### src/rtl/regfile_if.sv
// Decode/writeback-facing bundle of the register file: read ports, writeback,
// reservation and flush, plus scoreboard status.
interface regfile_if #(
    parameter int XLEN     = 32,
    parameter int NUM_REGS = 32
);
    localparam int AW = $clog2(NUM_REGS);

    logic [AW-1:0]   rs1_addr;
    logic [AW-1:0]   rs2_addr;
    logic [XLEN-1:0] rs1_data;
    logic [XLEN-1:0] rs2_data;
    logic            rs1_busy;
    logic            rs2_busy;
    logic            wr_en;
    logic [AW-1:0]   wr_addr;
    logic [XLEN-1:0] wr_data;
    logic            rsv_en;
    logic [AW-1:0]   rsv_addr;
    logic            rsv_ok;
    logic            flush;
    logic [AW:0]     pend_cnt;

    modport master (
        output rs1_addr, rs2_addr, wr_en, wr_addr, wr_data, rsv_en, rsv_addr, flush,
        input  rs1_data, rs2_data, rs1_busy, rs2_busy, rsv_ok, pend_cnt
    );

    modport slave (
        input  rs1_addr, rs2_addr, wr_en, wr_addr, wr_data, rsv_en, rsv_addr, flush,
        output rs1_data, rs2_data, rs1_busy, rs2_busy, rsv_ok, pend_cnt
    );
endinterface

### src/rtl/regfile_scoreboard.sv
// RV32I integer register file with two combinational read ports, one write port,
// optional write-to-read bypass and a per-register pending-write scoreboard.
module regfile_scoreboard #(
    parameter int  XLEN     = 32,
    parameter int  NUM_REGS = 32,
    parameter int  BYPASS   = 1,
    localparam int AW       = $clog2(NUM_REGS)
) (
    input logic      clk,
    input logic      rst,
    regfile_if.slave bus
);
    localparam int RD_PORTS = 2;

    logic [XLEN-1:0]     regs [NUM_REGS];
    logic [NUM_REGS-1:0] busy;
    logic [NUM_REGS-1:0] busy_nxt;
    logic [AW:0]         pend_cnt;
    logic                rsv_ok;
    logic                rsv_take;

    function automatic logic [AW:0] popcnt(input logic [NUM_REGS-1:0] v);
        logic [AW:0] c;
        c = '0;
        for (int i = 0; i < NUM_REGS; i++)
            c = c + (AW+1)'(v[i]);
        return c;
    endfunction

    // Read ports: x0 reads zero, same-cycle writeback wins over the array.
    logic [RD_PORTS-1:0][AW-1:0]   rd_addr;
    logic [RD_PORTS-1:0][XLEN-1:0] rd_data;
    logic [RD_PORTS-1:0]           rd_busy;
    logic [RD_PORTS-1:0]           rd_hit;

    assign rd_addr = {bus.rs2_addr, bus.rs1_addr};

    for (genvar p = 0; p < RD_PORTS; p++) begin : g_rd
        assign rd_hit[p]  = (BYPASS != 0) && bus.wr_en && (bus.wr_addr == rd_addr[p]);
        assign rd_data[p] = (rd_addr[p] == '0) ? '0 :
                            rd_hit[p]          ? bus.wr_data : regs[rd_addr[p]];
        assign rd_busy[p] = busy[rd_addr[p]] & ~rd_hit[p];
    end

    assign bus.rs1_data = rd_data[0];
    assign bus.rs2_data = rd_data[1];
    assign bus.rs1_busy = rd_busy[0];
    assign bus.rs2_busy = rd_busy[1];

    assign rsv_ok       = (bus.rsv_addr == '0) | ~busy[bus.rsv_addr];
    assign bus.rsv_ok   = rsv_ok;
    assign bus.pend_cnt = pend_cnt;

    // A reserve that lands on the register being retired this cycle is taken even
    // though rsv_ok shows the pre-edge bit: the younger instruction owns it.
    assign rsv_take = bus.rsv_en && (bus.rsv_addr != '0) &&
                      (rsv_ok || (bus.wr_en && bus.wr_addr == bus.rsv_addr));

    always_comb begin
        busy_nxt = busy;
        if (bus.flush) begin
            busy_nxt = '0;
        end else begin
            if (bus.wr_en)
                busy_nxt[bus.wr_addr] = 1'b0;
            if (rsv_take)
                busy_nxt[bus.rsv_addr] = 1'b1;
        end
        busy_nxt[0] = 1'b0;
    end

    always_ff @(posedge clk) begin
        if (rst) begin
            for (int i = 0; i < NUM_REGS; i++)
                regs[i] <= '0;
            busy     <= '0;
            pend_cnt <= '0;
        end else begin
            if (bus.wr_en && bus.wr_addr != '0)
                regs[bus.wr_addr] <= bus.wr_data;
            busy     <= busy_nxt;
            pend_cnt <= popcnt(busy_nxt);
        end
    end
endmodule

### src/flat_wrapper.sv
// flat-port wrapper written by rule: the top's interface ports become plain ports
module regfile_scoreboard_flat 
#(
    parameter int  XLEN     = 32,
    parameter int  NUM_REGS = 32,
    parameter int  BYPASS   = 1,
    localparam int AW       = $clog2(NUM_REGS)
)
  (clk, rst, bus_rs1_addr, bus_rs2_addr, bus_wr_en, bus_wr_addr, bus_wr_data, bus_rsv_en, bus_rsv_addr, bus_flush, bus_rs1_data, bus_rs2_data, bus_rs1_busy, bus_rs2_busy, bus_rsv_ok, bus_pend_cnt);
  regfile_if #(.XLEN(XLEN), .NUM_REGS(NUM_REGS)) bus_i ();
  input logic clk;
  input logic rst;
  input wire logic [$bits(bus_i.rs1_addr)-1:0] bus_rs1_addr;
  input wire logic [$bits(bus_i.rs2_addr)-1:0] bus_rs2_addr;
  input wire logic [$bits(bus_i.wr_en)-1:0] bus_wr_en;
  input wire logic [$bits(bus_i.wr_addr)-1:0] bus_wr_addr;
  input wire logic [$bits(bus_i.wr_data)-1:0] bus_wr_data;
  input wire logic [$bits(bus_i.rsv_en)-1:0] bus_rsv_en;
  input wire logic [$bits(bus_i.rsv_addr)-1:0] bus_rsv_addr;
  input wire logic [$bits(bus_i.flush)-1:0] bus_flush;
  output wire logic [$bits(bus_i.rs1_data)-1:0] bus_rs1_data;
  output wire logic [$bits(bus_i.rs2_data)-1:0] bus_rs2_data;
  output wire logic [$bits(bus_i.rs1_busy)-1:0] bus_rs1_busy;
  output wire logic [$bits(bus_i.rs2_busy)-1:0] bus_rs2_busy;
  output wire logic [$bits(bus_i.rsv_ok)-1:0] bus_rsv_ok;
  output wire logic [$bits(bus_i.pend_cnt)-1:0] bus_pend_cnt;
  assign bus_i.rs1_addr = bus_rs1_addr;
  assign bus_i.rs2_addr = bus_rs2_addr;
  assign bus_i.wr_en = bus_wr_en;
  assign bus_i.wr_addr = bus_wr_addr;
  assign bus_i.wr_data = bus_wr_data;
  assign bus_i.rsv_en = bus_rsv_en;
  assign bus_i.rsv_addr = bus_rsv_addr;
  assign bus_i.flush = bus_flush;
  assign bus_rs1_data = bus_i.rs1_data;
  assign bus_rs2_data = bus_i.rs2_data;
  assign bus_rs1_busy = bus_i.rs1_busy;
  assign bus_rs2_busy = bus_i.rs2_busy;
  assign bus_rsv_ok = bus_i.rsv_ok;
  assign bus_pend_cnt = bus_i.pend_cnt;
  regfile_scoreboard #(.XLEN(XLEN), .NUM_REGS(NUM_REGS), .BYPASS(BYPASS)) u_core (.clk(clk), .rst(rst), .bus(bus_i));
endmodule
### config.mk
export PLATFORM = sky130hd
export DESIGN_NAME = regfile_scoreboard_flat
export DESIGN_NICKNAME = d
export VERILOG_FILES = /design/src/rtl/regfile_if.sv /design/src/rtl/regfile_scoreboard.sv /design/src/flat_wrapper.sv
export SDC_FILE = /design/constraint.sdc
export NUM_CORES = 2
export LEC_CHECK = 0
export CAP_MARGIN = 20
export CORE_MARGIN = 2
export CORE_UTILIZATION = 38
export DETAILED_ROUTE_END_ITERATION = 12
export PLACE_DENSITY_LB_ADDON = 0.2
export SYNTH_ARGS = -nofsm -noshare
export SYNTH_HDL_FRONTEND = slang
export SYNTH_SLANG_ARGS = --single-unit
### constraint.sdc
create_clock -name clk -period 19.56 [get_ports clk]
set_input_delay 3.912 -clock clk [delete_from_list [all_inputs] [get_ports clk]]
set_output_delay 3.912 -clock clk [all_outputs]
set_load 0.01 [all_outputs]
# After elaboration in Yosys (flattened, before gate mapping)
# Memories as Yosys holds them, arrays and structs flattened.
# Cells that the tools add are included.
dict set report op_classes {
  addsub 30
  magnitude_cmp 6
  eq_ne 3
  n_mux 26
  bitwise 9
  reduce_logical 15
}
# operator n
set op_table {}
lappend op_table {{2-to-1 mux 32 bit} 9}
lappend op_table {{adder 6 x 1 -> 6 bit} 29}
lappend op_table {{bitwise AND 32 bit} 1}
lappend op_table {{inverter 32 bit} 1}
lappend op_table {{OR 32 bit} 1}
lappend op_table {{OR reduction 32 bit} 1}
lappend op_table {{less-than comparator 5 x 6 -> 1 bit (second input constant)} 4}
lappend op_table {{binary-select mux 1 bit (select 5 bit)} 3}
lappend op_table {{equality test 5 bit} 3}
lappend op_table {{logical NOT 5 bit} 3}
lappend op_table {{2-to-1 mux 1 bit} 11}
lappend op_table {{demux 1 bit (select 5 bit)} 2}
lappend op_table {{greater-or-equal comparator 5 x 1 -> 1 bit (second input constant)} 2}
lappend op_table {{nonzero test 5 bit} 2}
lappend op_table {{logical AND 1 bit} 8}
lappend op_table {{2-to-1 mux 5 bit} 1}
lappend op_table {{inverter 1 bit} 3}
lappend op_table {{adder 1 x 1 -> 2 bit} 1}
lappend op_table {{bitwise AND 1 bit} 2}
lappend op_table {{logical OR 1 bit} 1}
lappend op_table {{OR 1 bit} 1}
dict set report word_totals {
  regBits 38
  ram_bits 1024
  elab_cells 93
  mem_count 1
}
# memory words word_bits rd rd_ports_with_merged_regs wr line
set mem_list {}
lappend mem_list {u_core.regs 32 32 2 0 32 regfile_scoreboard.sv:15} ;# logic [XLEN-1:0] regs [NUM_REGS];

# Logic depth before layout (Yosys ltp)
dict set report depth {
  depth_word 41
  depth_mapped 27
  mapped_depth_nobuf 23
}

# Worst setup path before layout
# Ideal clock, no wire load.
dict set report synth_timing {
  path_kind {input -> register}
  from {input port bus_rsv_addr[0]}
  to {register u_core.pend_cnt[4] (netlist: u_core.bus.pend_cnt[4])}
  arrival_time_ps 9604
  setup_slack_ps 9832
  stages 25
  path_cell_list {buf_6 mux4_2 and2_4 nor4bb_4 buf_6 buf_8 o211ai_2 a21oi_1 ha_1 inv_1 fa_1 fa_1 fa_1 fa_1 fa_1 inv_1 fa_1 ha_1 inv_1 fa_1 inv_1 a21o_1 a21oi_1 xor2_1 nor2_1}
}
dict set report synth_between {
  elab_chain_cells 38
  elab_cells_between_ends 49
  cone_classes {add/sub: 30; order compare: 2; eq/ne: 1; mux: 6; bitwise: 3; reduce/logical: 7}
}
# item line
set synth_rtl {}
lappend synth_rtl {{start, declared} flat_wrapper.sv:19} ;# input wire logic [$bits(bus_i.rsv_addr)-1:0] bus_rsv_addr;
lappend synth_rtl {{branches (longest 6 deep; another with less-than comparator 5 x 6 -> 1 bit)} n/a}
lappend synth_rtl {{2-to-1 mux 32 bit (*)} regfile_scoreboard.sv:66} ;# if (rsv_take)
lappend synth_rtl {{2-to-1 mux 32 bit (*)} regfile_scoreboard.sv:61} ;# if (bus.flush) begin
lappend synth_rtl {{named net u_core.busy_nxt[2]} regfile_scoreboard.sv:17} ;# logic [NUM_REGS-1:0] busy_nxt;
lappend synth_rtl {{adder 1 x 1 -> 2 bit (*)} regfile_scoreboard.sv:26} ;# c = c + (AW+1)'(v[i]);
lappend synth_rtl {{adder 6 x 1 -> 6 bit (*) (29 in a row)} regfile_scoreboard.sv:26}
lappend synth_rtl {{end signal, assigned} regfile_scoreboard.sv:82} ;# pend_cnt <= popcnt(busy_nxt);
lappend synth_rtl {{end, declared} regfile_scoreboard.sv:18} ;# logic [AW:0] pend_cnt;
# Mark *: on every way through the listed nets, which the timed path passes. The select of a mux whose other input is x is not followed.
# A chain may end at the register's enable or synchronous reset.

# Worst setup path after layout
dict set report layout_timing {
  from {input port bus_rs2_addr[0]}
  to {output port bus_rs2_data[28]}
}
dict set report layout_between {
  elab_chain_cells 4
  elab_cells_between_ends 6
  cone_classes {eq/ne: 1; mux: 2; reduce/logical: 2; memory: 1}
}
# item line
set layout_rtl {}
lappend layout_rtl {{start, declared} flat_wrapper.sv:14} ;# input wire logic [$bits(bus_i.rs2_addr)-1:0] bus_rs2_addr;
lappend layout_rtl {{branches (longest 3 deep; another with memory read (32 x 32 bit))} n/a}
lappend layout_rtl {{2-to-1 mux 32 bit (*)} regfile_scoreboard.sv:40} ;# assign rd_data[p] = (rd_addr[p] == '0) ? '0 :
lappend layout_rtl {{end, declared} flat_wrapper.sv:22} ;# output wire logic [$bits(bus_i.rs2_data)-1:0] bus_rs2_data;
# Mark *: on every way between the ends.

==> flow_metrics.tcl <==
set metrics [dict create \
    gp_congestion 0.8426 \
    slew_viol_final 0 \
    min-delay-start "u_core.busy[6]" \
    start_util_pct 38.35 \
    clock-skew-final_ps 10.49 \
    drc 0 \
    rows 143 \
    final_common_cell "edfxtp_1" \
    synth_top_flop_cell "edfxtp_1" \
    fin_tns_setup_ps 0 \
    die_area_mm2 0.1566 \
    hold_violations 0 \
    setup_viol 0 \
    cts_resized 0 \
    cts_post_setup_buffers_inserted 0 \
    yosys_warnings 0 \
    dr.pass1.iters 6 \
    grt.met3_usage_pct 5.343 \
    reg2reg_to "u_core.bus.pend_cnt[4]" \
    fin_nets 4068 \
    worstPathBufferInverterCount 4 \
    insertion_delay_ps 730 \
    yosysUniqueCellTypes 65 \
    antenna_found_initial 16 \
    synth_seq_cells 1061 \
    grt_pass1_wl_mm 295.9 \
    synthesis.area_mm2 0.05832 \
    power.density_mw_per_mm2 85.37 \
    outcome "finished, final reports clean" \
    vdd_drop_max_uv 79.56 \
    period_share_pct 63.59 \
    portBuffers 129 \
    routed-via-count 37380 \
    reg2regPathDepth 23 \
    h-tree-depth 3 \
    final_layout_size_suffix_gt1_share_pct 24.45 \
    holdPathStages 2 \
    fp.dieW_um 395.7 \
    maxCapViolCount 0 \
    maxSlewHeadroom_pct 26.14 \
    arrival_ps 8530 \
    cpPeakStageDelay_ps 860 \
    p_total_uw 5593 \
    crit_family "buffers and inverters" \
    critPathMaxFanout 93 \
    cp_slowest_cell "buf_4" \
    dp_hpwl_mm 117.5 \
    gr-total-overflow 0 \
    cts_max_path_buffers 3 \
    use_met1_pct 36.80 \
    io_pins 130 \
    grt_pass1_vias 37530 \
    endpoint_kind "output pin" \
    seq_area_frac_synth_pct 54.00 \
    drtIter0Drc 5333 \
    clk_pin_slew_worst_paths_ps 60 \
    min_period_ps 12440 \
    post_drt_wl_per_cell_um 34.42 \
    p_leak_uw 0.02208 \
    reg2reg_slack_ps 12480 \
    layout_common_cells "edfxtp_1 (1,024), and2_1 (996), mux4_2 (572), nand2_1 (146), buf_4 (141)" \
    max_clock_freq_ghz 0.08040 \
    numCtsBuffers 115 \
    reg2reg_from "u_core.busy[31]" \
    cp-start-kind "input port" \
    cts.sinks 1061 \
    cts-root-buf "clkbuf_16" \
    synth_edf_count 1024 \
    routed_wl_mm 210.1 \
    worstPathCellList "buf_8 -> buf_12 -> buf_4 -> mux4_2 -> nor2b_1 -> a211oi_1 -> a31oi_1 -> o21ai_0 -> nor3_1 -> clkdlybuf4s50_1" \
    fillers 13630 \
    top_usage_layer "met2" \
    coreArea_mm2 0.1521 \
    syn_inst 3975 \
    rsz0062_at_grt "false" \
    vias_per_cell 6.122 \
    max_slew.worst_pin.slew_ps 1105 \
    startpoint "bus_rs2_addr[0]" \
    avgSynthCellArea_um2 14.67 \
    die_h_um 395.7 \
    crit_required_ps 15650 \
    grt_use_met2_pct 42.54 \
    hp-class "reg -> reg" \
    tritoncts "yes" \
    worst-setup-path-type "in -> out" \
    ys_async_sr_fraction_pct 0 \
    postCtsHoldBufs 0 \
    grt_use_total_pct 26.79 \
    grt_max_degree 94 \
    worstHoldEndpoint "u_core.busy[6]" \
    area_growth_pct 12.35 \
    detail-route-antenna-nets 0 \
]
==> state kept, by name (all words and copies together) (netlist names) <==
register	count
u_core.busy	31
u_core.regs	1024
u_core.bus.pend_cnt	6
==> worst reg2reg max path: stages (launching register included) <==
cell      delay (ps)
dfxtp_1          340
mux4_2           490
a22oi_1          290
nor4bb_4         770
buf_4            310
o211ai_2         100
a21oi_1          190
ha_1             250
inv_1             80
fa_1             440
fa_1             520
fa_1             420
fa_1             460
fa_1             540
inv_1             70
fa_1             480
ha_1             170
inv_1             60
fa_1             450
inv_1             70
a21o_1           100
a21oi_1           70
xor2_1           190
nor2_1            80
==> layout make-up <==
class / instances / area (µm²) / share of cell area, %
multi-input combinational: 2495 / 25270 / 38.56
clock inverter: 74 / 685.7 / 1.046
inverter: 33 / 123.9 / 0.1891
clock buffer: 137 / 2982 / 4.551
sequential: 1061 / 31490 / 48.06
antenna: 2 / 5.005 / 0.007639
tap: 2030 / 2540 / 3.877
timing repair buffer: 273 / 2427 / 3.705
==> Yosys cell counts, types with 37 or more instances <==
master | instances | share of area, %
edfxtp_1 | 1024 | 53
and2_1 | 996 | 11
mux4_2 | 572 | 22
clkbuf_1 | 292 | 1.9
nand2_1 | 146 | 0.94
nor2_1 | 119 | 0.77
o22ai_1 | 86 | 0.92
o21ai_0 | 67 | 0.57
buf_2 | 59 | 0.51
nor3_1 | 52 | 0.45
a21oi_1 | 45 | 0.39
mux2i_1 | 43 | 0.74
o211ai_1 | 43 | 0.55
dfxtp_1 | 37 | 1.3
==> metal layers <==
layer  part of all wire, %  routed length, µm  vias to the layer above
li1                      -                  -                    15170
met2                    47              99090                     2091
met4                   3.5               7348                        8
met5                 0.089                186                        -
met1                    40              84090                    19670
met3                   9.2              19400                      443
==> kinds of logic (layout without fill, tap and decap cells) <==
kind of cell | count (synthesis) | after routing | synth area share [%]
buffers and inverters | 450 | 517 | 3.383
adder cells (fa/ha/maj) | 32 | 32 | 0.9826
other | 1 | 34 | 0.006430
multiplexers | 634 | 634 | 23.20
AO/OA/AOI/OAI | 348 | 348 | 3.928
flip-flops | 1061 | 1061 | 54.00
XOR/XNOR | 18 | 18 | 0.2703
AND/OR/NAND/NOR | 1431 | 1431 | 14.24
==> how the worst max path moves through the flow <==
stage / endpoint / cells past startpoint
3_5_place_dp: bus_rs2_data[23] / 9
4_1_cts: bus_rs2_data[23] / 9
3_3_place_gp: bus_rs2_data[23] / 9
5_1_grt: bus_rs2_data[16] / 8
6_report: bus_rs2_data[28] / 10
2_1_floorplan: u_core.bus.pend_cnt[4] / 25
==> per-stage QoR <==
| step | instance area (µm²) | hold WS, ps | util [%] | worst slack, ps | instances |
|---|---|---|---|---|---|
| 2_1_floorplan | 58430 | 479.6 | - | 9832 | 4006 |
| 5_1_grt | 65520 | 562.2 | 43.08 | 6897 | 6103 |
| 4_1_cts | 65480 | 548.1 | 43.05 | 6849 | 6100 |
| 3_3_place_gp | 61790 | 517.5 | 40.63 | 6822 | 5887 |
| 6_report | 65520 | 546.7 | 43.08 | 7122 | 6105 |
| 3_5_place_dp | 61810 | 539.3 | 40.64 | 6841 | 5889 |
==> power by group <==
group | switching (µW) | internal (µW)
Sequential | 59.4 | 2610
Clock | 953 | 1230
Combinational | 427 | 313
Power figures use the tool's default switching activity.
